--- src/rtl/rca_pkg.sv ---
// ----------------------------------------------------------------------------
// rca_pkg
// Shared types and constants for the ripple-carry adder result collector.
//   rca_state_t           : collector FSM states
//   RCA_W / RCA_HALF_W    : full operand width and width of one result half
//   RCA_FLAG_LSB/MSB      : encoding of the adder half-select flag
// ----------------------------------------------------------------------------
package rca_pkg;

    localparam int RCA_W      = 32;
    localparam int RCA_HALF_W = 16;

    localparam logic RCA_FLAG_LSB = 1'b0;
    localparam logic RCA_FLAG_MSB = 1'b1;

    typedef enum logic [1:0] {
        RCA_IDLE,
        RCA_LSB,
        RCA_MSB,
        RCA_DONE
    } rca_state_t;

endpackage

--- src/rtl/rca_phase_timer.sv ---
// ----------------------------------------------------------------------------
// rca_phase_timer
// Settle-time counter shared by the LSB and MSB read phases of the collector.
// Counts up from zero every cycle while clear is low; done is asserted while
// the count equals WAIT_CYC (the count holds there until cleared).
//   clk   in  clock, rising edge
//   rst   in  asynchronous active-high reset
//   clear in  synchronous clear of the count
//   done  out count has reached WAIT_CYC
// ----------------------------------------------------------------------------
module rca_phase_timer
    import rca_pkg::*;
#(
    parameter int unsigned WAIT_CYC = 2
) (
    input  logic clk,
    input  logic rst,
    input  logic clear,
    output logic done
);

    logic [3:0] count;

    assign done = (count == 4'(WAIT_CYC));

    always_ff @(posedge clk or posedge rst) begin
        if (rst) begin
            count <= 4'd0;
        end else if (clear) begin
            count <= 4'd0;
        end else if (!done) begin
            count <= count + 4'd1;
        end
    end

endmodule

--- src/rtl/rca_result_collector.sv ---
// ----------------------------------------------------------------------------
// rca_result_collector
// Transaction front-end for the power-gated 32-bit ripple-carry adder with a
// 16-bit time-multiplexed result port. Takes one add request, drives the
// adder operands, reads the LSB half then the MSB half (each after the
// WAIT_CYC settle time) and returns the reassembled sum and final carry.
//
// Parameter WAIT_CYC (1..15): cycles the adder needs after a flag change.
//
// Ports:
//   CLK, RST                   clock / asynchronous active-high reset
//   req_valid/req_ready        request handshake
//   req_a, req_b, req_cin      request operands
//   add_a, add_b, add_cin      operands driven to the adder
//   add_flag                   adder half select (0 = LSB, 1 = MSB)
//   add_s, add_cout            adder S_out / C_out
//   rsp_valid/rsp_ready        response handshake
//   rsp_sum, rsp_cout          assembled 32-bit sum and carry-out of bit 31
//   rsp_ovf                    signed overflow (only with RCA_OVF_DETECT_EN)
//   busy                       transaction in flight
//
// Build option: define RCA_OVF_DETECT_EN to add the rsp_ovf output.
// ----------------------------------------------------------------------------
module rca_result_collector
    import rca_pkg::*;
#(
    parameter int unsigned WAIT_CYC = 2
) (
    input  logic                  CLK,
    input  logic                  RST,
    input  logic                  req_valid,
    output logic                  req_ready,
    input  logic [RCA_W-1:0]      req_a,
    input  logic [RCA_W-1:0]      req_b,
    input  logic                  req_cin,
    output logic [RCA_W-1:0]      add_a,
    output logic [RCA_W-1:0]      add_b,
    output logic                  add_cin,
    output logic                  add_flag,
    input  logic [RCA_HALF_W-1:0] add_s,
    input  logic                  add_cout,
    output logic                  rsp_valid,
    input  logic                  rsp_ready,
    output logic [RCA_W-1:0]      rsp_sum,
    output logic                  rsp_cout,
`ifdef RCA_OVF_DETECT_EN
    output logic                  rsp_ovf,
`endif
    output logic                  busy
);

    rca_state_t state, next_state;

    logic accept;
    logic capture_lsb;
    logic capture_msb;
    logic release_rsp;
    logic timer_clear;
    logic phase_done;

    rca_phase_timer #(
        .WAIT_CYC (WAIT_CYC)
    ) u_phase_timer (
        .clk   (CLK),
        .rst   (RST),
        .clear (timer_clear),
        .done  (phase_done)
    );

    always_ff @(posedge CLK or posedge RST) begin
        if (RST) begin
            state <= RCA_IDLE;
        end else begin
            state <= next_state;
        end
    end

    // The timer is held cleared outside the two read phases, so each phase
    // starts counting from zero on the edge that enters it.
    always_comb begin
        next_state  = state;
        accept      = 1'b0;
        capture_lsb = 1'b0;
        capture_msb = 1'b0;
        release_rsp = 1'b0;
        timer_clear = 1'b1;
        case (state)
            RCA_IDLE: begin
                if (req_valid && req_ready) begin
                    accept     = 1'b1;
                    next_state = RCA_LSB;
                end
            end
            RCA_LSB: begin
                timer_clear = phase_done;
                if (phase_done) begin
                    capture_lsb = 1'b1;
                    next_state  = RCA_MSB;
                end
            end
            RCA_MSB: begin
                timer_clear = phase_done;
                if (phase_done) begin
                    capture_msb = 1'b1;
                    next_state  = RCA_DONE;
                end
            end
            RCA_DONE: begin
                if (rsp_valid && rsp_ready) begin
                    release_rsp = 1'b1;
                    next_state  = RCA_IDLE;
                end
            end
            default: next_state = RCA_IDLE;
        endcase
    end

    // Status outputs are registered copies of the next state, so they line up
    // with the state register and req_ready stays low during reset.
    always_ff @(posedge CLK or posedge RST) begin
        if (RST) begin
            req_ready <= 1'b0;
            rsp_valid <= 1'b0;
            busy      <= 1'b0;
            add_a     <= '0;
            add_b     <= '0;
            add_cin   <= 1'b0;
            add_flag  <= RCA_FLAG_LSB;
            rsp_sum   <= '0;
            rsp_cout  <= 1'b0;
`ifdef RCA_OVF_DETECT_EN
            rsp_ovf   <= 1'b0;
`endif
        end else begin
            req_ready <= (next_state == RCA_IDLE);
            rsp_valid <= (next_state == RCA_DONE);
            busy      <= (next_state != RCA_IDLE);
            if (accept) begin
                add_a    <= req_a;
                add_b    <= req_b;
                add_cin  <= req_cin;
                add_flag <= RCA_FLAG_LSB;
            end
            // Flag flips on the LSB capture edge so the MSB half gets a full
            // settle window before its own capture.
            if (capture_lsb) begin
                rsp_sum[RCA_HALF_W-1:0] <= add_s;
                add_flag                <= RCA_FLAG_MSB;
            end
            if (capture_msb) begin
                rsp_sum[RCA_W-1:RCA_HALF_W] <= add_s;
                rsp_cout                    <= add_cout;
`ifdef RCA_OVF_DETECT_EN
                rsp_ovf <= (add_a[RCA_W-1] == add_b[RCA_W-1]) &&
                           (add_s[RCA_HALF_W-1] != add_a[RCA_W-1]);
`endif
            end
            if (release_rsp) begin
                add_flag <= RCA_FLAG_LSB;
            end
        end
    end

endmodule

--- config.mk ---
export PLATFORM = sky130hd
export DESIGN_NAME = rca_result_collector
export DESIGN_NICKNAME = d
export VERILOG_FILES = /design/src/rtl/rca_pkg.sv /design/src/rtl/rca_phase_timer.sv /design/src/rtl/rca_result_collector.sv
export SDC_FILE = /design/constraint.sdc
export NUM_CORES = 1
export LEC_CHECK = 0
export BUFFER_PORTS_ARGS = -buffer_cell sky130_fd_sc_hd__buf_2
export CORE_MARGIN = 8
export CORE_UTILIZATION = 42
export CTS_BUF_LIST = sky130_fd_sc_hd__clkbuf_2
export CTS_CLUSTER_SIZE = 8
export DETAILED_ROUTE_END_ITERATION = 6
export GPL_TIMING_DRIVEN = 1
export PLACE_DENSITY = 0.72
export SYNTH_ARGS = -nofsm -noshare
export SYNTH_HDL_FRONTEND = slang
export SYNTH_HIERARCHICAL = 1
export SYNTH_SLANG_ARGS = --single-unit
--- constraint.sdc ---
create_clock -name CLK -period 7.2 [get_ports CLK]
set_clock_uncertainty 0.05 [all_clocks]
set_input_delay 1.44 -clock CLK [delete_from_list [all_inputs] [get_ports CLK]]
set_output_delay 1.44 -clock CLK [all_outputs]
set_load 0.01 [all_outputs]
==> results_dict.tcl <==
set metrics [dict create \
    synthDominantCellAreaShare 0.617 \
    row_count 37 \
    worst_path_largest_cell_delay_ns 0.50 \
    top_usage_layer "met2" \
    wire_per_inst_um 17.4 \
    cp.required_ns 5.71 \
    routed_via_density 4.77 \
    dieHeight_um 118 \
    antenna_left 0 \
    cts_buffers 9 \
    die_w_um 118 \
    yosys-top-cells-area "dfrtp_1, mux2_2, mux2_4" \
    peakVddDrop_mv 0.184 \
    io_pins 188 \
    cellPowerDensity_nw_per_um2 433 \
    start_util 0.428 \
    area_growth_pct 26.8 \
    setup_viol 0 \
    grt-ovfl-total 0 \
    grt_pass1_vias 3259 \
    routabilityCongestion 0.755 \
    vias 2830 \
    drv_slew 0 \
    drive_gt1_frac 0.676 \
    slew-limit-headroom 0.235 \
    cp_cell_sequence "buf_2" \
    routed_wirelength_mm 10.3 \
    holdBufCountCts 0 \
    rsz0062_at_grt "no" \
    syn-num-nets 355 \
    cts_resized 0 \
    timing.setup.tns_ns 0 \
    p_total_mw 2.40 \
    clockRootBuffer "clkbuf_2" \
    core_um2 10200 \
    clock-sinks 108 \
    ys_ff_latch 108 \
    worst_skew_pair.late_latency_ns 0.53 \
    worst-path-buf-inv 1 \
    synth-edff-count 0 \
    yosysSeqAreaShare 0.617 \
    synth.largest_area_cell "dfrtp_1" \
    worst_pin_slew_ns 1.15 \
    slowest_stage "dfrtp_1" \
    finalCritPeriodShare 0.376 \
    hold_class "flop to flop" \
    dieArea_um2 13900 \
    status "finished clean" \
    synthFlopType "dfrtp_1" \
    hold_violations 0 \
    cap_violations 0 \
    crit_type "flop to primary output" \
    ys_warn_count 6 \
    tritoncts "built" \
    period_minus_slack_ns 2.70 \
    start_kind "flop" \
    grt_use_met2 0.250 \
    cp_top_family "flip-flops" \
    synthTopCellsByCount "dfrtp_1, mux2_2, mux2_4" \
    htreeDepth 3 \
    first_iter_violations 126 \
    yosysUniqueCellTypes 32 \
    clkSlewWorstSetupHoldPaths_ns 0.27 \
    avgSynthCellArea_um2 16.7 \
    arrival_ns 1.21 \
    cp-end-kind "primary output" \
    final_nets 545 \
    drt_first_pass_iters 4 \
    syn_area_um2 4380 \
    use_met1 0.171 \
    worstPathMaxFanout 4 \
    n_antenna_cell 0 \
    post_cts_buffers 0 \
    port_buffers 187 \
    cts_max_path_buffers 2 \
    route.detailed.drc 0 \
    fmax_mhz 370 \
    yosysMostFrequentCell "dfrtp_1" \
    fillers 872 \
    grtUsageMet3 0.0719 \
    groute.usage.overall 0.152 \
    grt_pass1_wl_mm 17.2 \
    antenna_found_initial 0 \
    dp_hpwl_mm 7.91 \
    synthArstFlopShare 1.00 \
    netlist_instances 262 \
    grt_max_degree 67 \
    p_leak_nw 2.90 \
]
==> stage by stage <==
step | util | instances | setup slack [ns] | area (um^2) | hold WS (ns)
3_5_place_dp | 0.530 | 577 | 3.93 | 5420 | 0.438
6_report | 0.542 | 593 | 4.50 | 5550 | 0.468
4_1_cts | 0.542 | 593 | 4.40 | 5550 | 0.453
2_1_floorplan | - | 262 | 2.98 | 4380 | 0.469
5_1_grt | 0.542 | 593 | 4.36 | 5550 | 0.492
3_3_place_gp | 0.530 | 577 | 4.01 | 5420 | 0.433
==> routing by layer <==
metal | wire, um | vias up
met4 | 70 | 0
met3 | 1030 | 6
met2 | 4960 | 131
met1 | 4260 | 1399
li1 | - | 1294
met5 | 0 | -
==> state kept, by name (all words and copies together), names as in the netlist <==
name,cells
add_a,32
add_b,32
add_cin,1
add_flag,1
busy,1
req_ready,1
rsp_cout,1
rsp_sum,32
rsp_valid,1
state,2
u_phase_timer/count,4
==> cell usage in the layout (no fill, tap or decap), types with 2 or more instances in the layout <==
| cell type | synthesis | routed |
|---|---|---|
| buf_2 | 2 | 187 |
| bufinv_16 | 0 | 2 |
| clkbuf_2 | 0 | 11 |
| dfrtp_1 | 108 | 108 |
| ha_1 | 7 | 7 |
| inv_1 | 7 | 6 |
| mux2_2 | 59 | 59 |
| mux2_4 | 39 | 39 |
| nand2_1 | 4 | 4 |
| nand2_2 | 2 | 2 |
| nand2b_1 | 2 | 2 |
| nor2_1 | 3 | 3 |
==> power by group <==
| group | switching (mW) | total (mW) | leakage, nW | internal (mW) |
|---|---|---|---|---|
| Combinational | 0.473 | 1.06 | 1.54 | 0.586 |
| Clock | 0.187 | 0.303 | 0.0796 | 0.116 |
| Sequential | 0.151 | 1.04 | 1.28 | 0.890 |
==> worst reg2reg max path, cell delays in order (launching register included) <==
cell     delay [ns]
dfrtp_1        0.51
inv_1          0.14
ha_1           0.21
nand3_4        0.81
mux2_4         0.68
==> layout make-up <==
class	count	area (um^2)	share of cell area
clock buffer	11	55.1	0.00992
clock inverter	5	76.3	0.0138
inverter	7	28.8	0.00519
multi-input combinational	138	1570	0.283
sequential	108	2700	0.487
tap	136	170	0.0307
timing repair buffer	188	943	0.170
==> cells by family (layout without fill, tap and decap cells) <==
| group | Yosys count | in the layout | share of synthesized area |
|---|---|---|---|
| flops | 108 | 108 | 0.617 |
| mux | 98 | 98 | 0.286 |
| simple gates | 20 | 20 | 0.0272 |
| buf+inv | 16 | 211 | 0.0263 |
| compound gates | 11 | 11 | 0.0197 |
| fa+ha+maj | 7 | 7 | 0.0200 |
| xor+xnor | 2 | 2 | 0.00400 |
==> final timing paths <==
path                           start                      to  slack, ns  depth (start not counted)
max reg2reg                 state[0]               add_b[24]       4.70                          4
min reg2reg                rsp_valid                add_flag       0.47                          1
min                        rsp_valid                add_flag       0.47                          1
max in group asynchronous        RST                add_b[4]       5.11                          3
min in group asynchronous        RST  u_phase_timer/count[0]       0.70                          2
max                        req_ready               req_ready       4.50                          1
Note: power is estimated with default switching activity, not from simulation.
